--- config.mk ---
export PLATFORM = sky130hd
export DESIGN_NAME = ecc_secded_dec_pipe
export DESIGN_NICKNAME = d
export VERILOG_FILES = /design/src/rtl/ecc_secded_dec_pipe.sv
export SDC_FILE = /design/constraint.sdc
export NUM_CORES = 1
export LEC_CHECK = 0
export CORE_UTILIZATION = 50
export CTS_CLUSTER_DIAMETER = 30
export DETAILED_ROUTE_END_ITERATION = 10
export PLACE_DENSITY = 0.78
export SETUP_SLACK_MARGIN = 0.02
export SLEW_MARGIN = 15
export SYNTH_ARGS = -nofsm -noshare
export SYNTH_HDL_FRONTEND = slang
export SYNTH_SLANG_ARGS = --single-unit
--- constraint.sdc ---
create_clock -name clk -period 3.8 [get_ports clk]
set_input_delay 0.38 -clock clk [delete_from_list [all_inputs] [get_ports clk]]
set_output_delay 0.38 -clock clk [all_outputs]
set_load 0.05 [all_outputs]
--- src/rtl/ecc_secded_dec_pipe.sv ---
// Two-stage pipelined SECDED Hamming decoder with valid/ready on both sides.
// Supports detect-only mode, flags invalid syndromes and keeps saturating error counters.
module ecc_secded_dec_pipe #(
  parameter int DATA_WIDTH = 32,
  parameter int ECC_WIDTH  = 7,
  parameter int CNT_WIDTH  = 16
) (
  input  logic                  clk,
  input  logic                  rst_n,
  input  logic                  in_valid,
  output logic                  in_ready,
  input  logic [DATA_WIDTH-1:0] in_data,
  input  logic [ECC_WIDTH-1:0]  in_ecc,
  input  logic                  correct_en,
  input  logic                  cnt_clr,
  output logic                  out_valid,
  input  logic                  out_ready,
  output logic [DATA_WIDTH-1:0] out_data,
  output logic                  out_sbe,
  output logic                  out_dbe,
  output logic [ECC_WIDTH-1:0]  out_syndrome,
  output logic [CNT_WIDTH-1:0]  sbe_cnt,
  output logic [CNT_WIDTH-1:0]  dbe_cnt,
  output logic                  err_irq
);
  localparam int N  = DATA_WIDTH + ECC_WIDTH - 1;
  localparam int SW = ECC_WIDTH - 1;
  localparam logic [SW-1:0]        LAST_POS = SW'(N);
  localparam logic [CNT_WIDTH-1:0] CNT_MAX  = '1;

  // Positions 1..N whose index has bit b set; these feed syndrome bit b+1.
  function automatic logic [N:1] f_cover_mask(input int b);
    logic [N:1] m;
    m = '0;
    for (int p = 1; p <= N; p++) begin
      m[p] = ((p >> b) & 1) != 0;
    end
    return m;
  endfunction

  logic                  w_en;
  logic [N:1]            w_cw;
  logic [ECC_WIDTH-1:0]  w_syn;

  logic                  r1_valid;
  logic [DATA_WIDTH-1:0] r1_data;
  logic [ECC_WIDTH-1:0]  r1_syn;
  logic                  r1_corr;

  logic [SW-1:0]         w_pos;
  logic                  w_par;
  logic                  w_sbe;
  logic                  w_dbe;
  logic [DATA_WIDTH-1:0] w_flip_data;
  logic [DATA_WIDTH-1:0] w_dec_data;

  logic                  r_out_valid;
  logic [DATA_WIDTH-1:0] r_out_data;
  logic                  r_out_sbe;
  logic                  r_out_dbe;
  logic [ECC_WIDTH-1:0]  r_out_syn;
  logic [CNT_WIDTH-1:0]  r_sbe_cnt;
  logic [CNT_WIDTH-1:0]  r_dbe_cnt;
  logic                  r_err_irq;
  logic                  w_take;

  // Whole pipe advances together; a held output freezes both stages.
  assign w_en     = !r_out_valid || out_ready;
  assign in_ready = w_en;

  // Power-of-two positions carry check bits, all others carry data in ascending order.
  for (genvar gi = 1; gi <= N; gi++) begin : g_map
    if ((gi & (gi - 1)) == 0) begin : g_chk
      assign w_cw[gi] = in_ecc[$clog2(gi) + 1];
    end else begin : g_dat
      assign w_cw[gi] = in_data[gi - $clog2(gi + 1) - 1];
    end
  end

  for (genvar gk = 1; gk < ECC_WIDTH; gk++) begin : g_syn
    localparam logic [N:1] MASK = f_cover_mask(gk - 1);
    assign w_syn[gk] = ^(w_cw & MASK);
  end
  assign w_syn[0] = (^w_cw) ^ in_ecc[0];

  // Once the syndrome is captured, only the data half of the codeword is needed.
  always_ff @(posedge clk or negedge rst_n) begin
    if (!rst_n) begin
      r1_valid <= 1'b0;
      r1_data  <= '0;
      r1_syn   <= '0;
      r1_corr  <= 1'b0;
    end else if (w_en) begin
      r1_valid <= in_valid;
      if (in_valid) begin
        r1_data <= in_data;
        r1_syn  <= w_syn;
        r1_corr <= correct_en;
      end
    end
  end

  assign w_pos = r1_syn[ECC_WIDTH-1:1];
  assign w_par = r1_syn[0];

  always_comb begin
    w_sbe = 1'b0;
    w_dbe = 1'b0;
    if (w_par) begin
      if (w_pos <= LAST_POS) w_sbe = 1'b1;
      else                   w_dbe = 1'b1;
    end else if (w_pos != '0) begin
      w_dbe = 1'b1;
    end
  end

  // A syndrome pointing at a check position flips no data bit.
  for (genvar gi = 1; gi <= N; gi++) begin : g_flip
    if ((gi & (gi - 1)) != 0) begin : g_dat
      localparam logic [SW-1:0] POS = SW'(gi);
      assign w_flip_data[gi - $clog2(gi + 1) - 1] = (w_pos == POS);
    end
  end

  assign w_dec_data = (w_sbe && r1_corr) ? (r1_data ^ w_flip_data) : r1_data;

  always_ff @(posedge clk or negedge rst_n) begin
    if (!rst_n) begin
      r_out_valid <= 1'b0;
      r_out_data  <= '0;
      r_out_sbe   <= 1'b0;
      r_out_dbe   <= 1'b0;
      r_out_syn   <= '0;
    end else if (w_en) begin
      r_out_valid <= r1_valid;
      if (r1_valid) begin
        r_out_data <= w_dec_data;
        r_out_sbe  <= w_sbe;
        r_out_dbe  <= w_dbe;
        r_out_syn  <= r1_syn;
      end
    end
  end

  assign w_take = r_out_valid && out_ready;

  // Clear has priority over a same-cycle increment.
  always_ff @(posedge clk or negedge rst_n) begin
    if (!rst_n) begin
      r_sbe_cnt <= '0;
      r_dbe_cnt <= '0;
      r_err_irq <= 1'b0;
    end else if (cnt_clr) begin
      r_sbe_cnt <= '0;
      r_dbe_cnt <= '0;
      r_err_irq <= 1'b0;
    end else if (w_take) begin
      if (r_out_sbe && (r_sbe_cnt != CNT_MAX)) r_sbe_cnt <= r_sbe_cnt + 1'b1;
      if (r_out_dbe && (r_dbe_cnt != CNT_MAX)) r_dbe_cnt <= r_dbe_cnt + 1'b1;
      if (r_out_dbe) r_err_irq <= 1'b1;
    end
  end

  assign out_valid    = r_out_valid;
  assign out_data     = r_out_data;
  assign out_sbe      = r_out_sbe;
  assign out_dbe      = r_out_dbe;
  assign out_syndrome = r_out_syn;
  assign sbe_cnt      = r_sbe_cnt;
  assign dbe_cnt      = r_dbe_cnt;
  assign err_irq      = r_err_irq;

endmodule

==> results.sh <==
export IMPL_fin_tns_setup_ns=0
export IMPL_worst_r2r_setup_slack_ns=1.54
export IMPL_post_cts_buffers=0
export IMPL_outcome="finished clean"
export IMPL_synth_yosys_seq_area_share_pct=47.67
export IMPL_switching_share_pct=38.53
export IMPL_r2r_start="dbe_cnt[0]"
export IMPL_gp_congestion=0.9238
export IMPL_yosys_register_bits=116
export IMPL_finalSetupViolCount=0
export IMPL_period_needed_ns=2.540
export IMPL_core_area_um2=11660
export IMPL_synthToLayoutAreaGrowth_pct=29.75
export IMPL_syn_instance_count=589
export IMPL_synthTopCellsByCount="sky130_fd_sc_hd__dfrtp_1, sky130_fd_sc_hd__xnor2_1, sky130_fd_sc_hd__nand2_1"
export IMPL_p_clk_share_pct=27.6
export IMPL_dieWidth_um=112.4
export IMPL_drc=0
export IMPL_total_of_warnings_raised_by_yosys=0
export IMPL_first_iter_violations=502
export IMPL_dp_final_hpwl_mm=10.67
export IMPL_yosys_most_used_dff="sky130_fd_sc_hd__dfrtp_1"
export IMPL_io_buffers=120
export IMPL_rows=39
export IMPL_die_area_um2=12620
export IMPL_routed_wl_mm=14.40
export IMPL_proportion_of_power_drawn_by_combinational_gates_pct=37.5
export IMPL_final_period_utilization_pct=66.84
export IMPL_gr_usage_all_layers_pct=24.35
export IMPL_synth_top_area_share_pct=47.67
export IMPL_clkLatencyLatePin_ns=0.40
export IMPL_worst_hold_path_type="in2async"
export IMPL_overall_die_height_um=112.4
export IMPL_startpoint_type="input pin"
export IMPL_fin_skew_ns=0.005679
export IMPL_synthesis_area_per_instance_um2=10.34
export IMPL_clock_sinks=116
export IMPL_leakage_nw=3.146
export IMPL_grt_antenna_before_repair=0
export IMPL_clk_root_buffer_cell="sky130_fd_sc_hd__clkbuf_16"
export IMPL_pwr_share_seq_pct=34.9
export IMPL_cts_path_max_buffers=2
export IMPL_layout_drive_gt1_share_pct=9.650
export IMPL_grt_setup_unrepaired="false"
export IMPL_worstPathRequired_ns=3.42
export IMPL_total_switching_power_mw=1.961
export IMPL_ant_nets=0
export IMPL_initial_core_util_pct=52.22
export IMPL_finalNonFillerCells=858
export IMPL_cellPowerDensity_nw_per_um2=644.1
export IMPL_intPower_mw=3.129
export IMPL_r2r_end="dbe_cnt[0]"
export IMPL_final_hold_violation_count=0
export IMPL_startpoint="out_ready"
export IMPL_slew_limit_headroom_pct=27.54
export IMPL_synth_area_leaders="sky130_fd_sc_hd__dfrtp_1, sky130_fd_sc_hd__xnor2_1, sky130_fd_sc_hd__mux2_2"
export IMPL_ctsHtreeMaxLevel=4
export IMPL_clk_pin_slew_ns=0.05
export IMPL_gr_total_overflow=0
export IMPL_fin_nets=752
export IMPL_vias_in_the_first_global_route=4804
export IMPL_tightest_slew_ns=1.077
export IMPL_maximum_number_of_pins_on_one_net_before_global_route_repair=77
export IMPL_cts_tree="done"
export IMPL_n_antenna_cell=0
export IMPL_timing_final_max_slew_violations=0
export IMPL_numCtsBuffers=17
export IMPL_synth_enable_flop_cells=0
export IMPL_grt_first_pass_wirelength_mm=23.70
export IMPL_cts_resized=0
export IMPL_placed_cells_incl_taps=829
export IMPL_netlist_top_cell_by_area="sky130_fd_sc_hd__dfrtp_1"
export IMPL_route_vias_total=4733
export IMPL_router_iterations_before_antenna_repair=5
export IMPL_wire_per_inst_um=16.78
export IMPL_timing_max_cap_violations=0
export IMPL_floorplan_io_pins=121
export IMPL_synthMostInstantiatedCell="sky130_fd_sc_hd__dfrtp_1"
export IMPL_crit_path_max_fanout=6
export IMPL_maxClockFrequency_ghz=0.3937
export IMPL_routed_via_density=5.516
export IMPL_criticalPathCategory="in2out"
export IMPL_timing_critical_path_arrival_ns=2.16
export IMPL_synth_cell_types=42
export IMPL_fillCellCount=863
export IMPL_cts_hold_buffers=0
export IMPL_async_flop_share_pct=100.0
export IMPL_synth_net_count=636
export IMPL_critPathCaptureType="primary output"
export IMPL_vdd_ir_drop_max_uv=315.4
export IMPL_worst_r2r_path_depth=6
export IMPL_synth_area_um2=6090
cell usage in the layout (no fill, tap or decap), types with 5 or more instances in the layout:
master | netlist | layout
sky130_fd_sc_hd__a21oi_1 | 10 | 10
sky130_fd_sc_hd__clkbuf_16 | 0 | 17
sky130_fd_sc_hd__clkdlybuf4s50_1 | 0 | 118
sky130_fd_sc_hd__dfrtp_1 | 116 | 116
sky130_fd_sc_hd__inv_1 | 5 | 5
sky130_fd_sc_hd__mux2_2 | 34 | 34
sky130_fd_sc_hd__nand2_1 | 83 | 82
sky130_fd_sc_hd__nand2b_1 | 6 | 6
sky130_fd_sc_hd__nand3_1 | 19 | 19
sky130_fd_sc_hd__nand4_1 | 12 | 12
sky130_fd_sc_hd__nor2_1 | 42 | 42
sky130_fd_sc_hd__nor3_1 | 20 | 20
sky130_fd_sc_hd__nor4_1 | 5 | 5
sky130_fd_sc_hd__o21ai_0 | 32 | 32
sky130_fd_sc_hd__o21ai_1 | 14 | 14
sky130_fd_sc_hd__xnor2_1 | 85 | 85
sky130_fd_sc_hd__xnor3_1 | 8 | 8
sky130_fd_sc_hd__xor2_1 | 25 | 25
kinds of logic after synthesis:
| logic type | after synthesis | synth area share [%] |
|---|---|---|
| AOI/OAI and AO/OA | 64 | 5.609 |
| xor gates and xnor gates | 122 | 20.40 |
| adders and majority gates | 2 | 0.4109 |
| buffers and inverters | 30 | 2.014 |
| DFF | 116 | 47.67 |
| muxes | 35 | 6.472 |
| and+or+nand+nor | 220 | 17.42 |
critical path: stages:
cell and delay (ns):
sky130_fd_sc_hd__clkdlybuf4s50_1 0.54, sky130_fd_sc_hd__nand2b_1 0.36, sky130_fd_sc_hd__clkdlybuf4s50_1 0.88
layer usage:
metal  share of wire, %  GRT usage, %
met1                 44         31.74
met2                 48         40.12
met3                5.7         5.508
met4                2.0         8.711
met5                  0             0
worst max-delay path by stage:
stage	endpoint	slack, ns	depth (start not counted)
finish	in_ready	1.26	3
global route	in_ready	1.22	3
CTS	in_ready	1.31	3
detailed placement	r1_syn[0]	1.19	6
global placement	r1_syn[0]	1.23	6
floorplan	r1_data[10]	1.58	5
metrics by stage:
step	instance area [um^2]	utilization [%]	setup slack [ns]	hold slack [ns]	power [mW]
finish	7901	67.75	1.260	0.04291	5.089
CTS	7901	67.75	1.310	0.07084	5.109
global route	7901	67.75	1.220	0.09977	5.325
detailed placement	7381	63.29	1.192	0.4727	3.690
floorplan	6090	-	1.583	0.08441	3.038
global placement	7381	63.29	1.231	0.4641	3.640
sequential cells by signal, summed over array words and instances (netlist names), 7 cells and up:
signal and count:
out_syndrome 7, r1_syn 7, r1_data 32, dbe_cnt 16, sbe_cnt 16, out_data 32
layout make-up:
| cell class | count | area (um^2) | area share [%] |
|---|---|---|---|
| multi-input cells | 443 | 3072 | 38.88 |
| clock buffers | 25 | 495.5 | 6.271 |
| repair buffers | 122 | 1209 | 15.30 |
| well taps | 143 | 178.9 | 2.264 |
| inverters | 5 | 18.77 | 0.2375 |
| clock inverters | 4 | 25.02 | 0.3167 |
| flip-flops and latches | 116 | 2903 | 36.74 |
power by group through the flow:
stage	sequential (mW)	clock [mW]	combinational, mW
floorplan	2.26	0	0.777
global placement	1.77	0	1.87
detailed placement	1.78	0	1.91
CTS	1.77	1.42	1.92
global route	1.81	1.48	2.03
finish	1.78	1.40	1.91
Note: power is estimated with default switching activity, not from simulation.
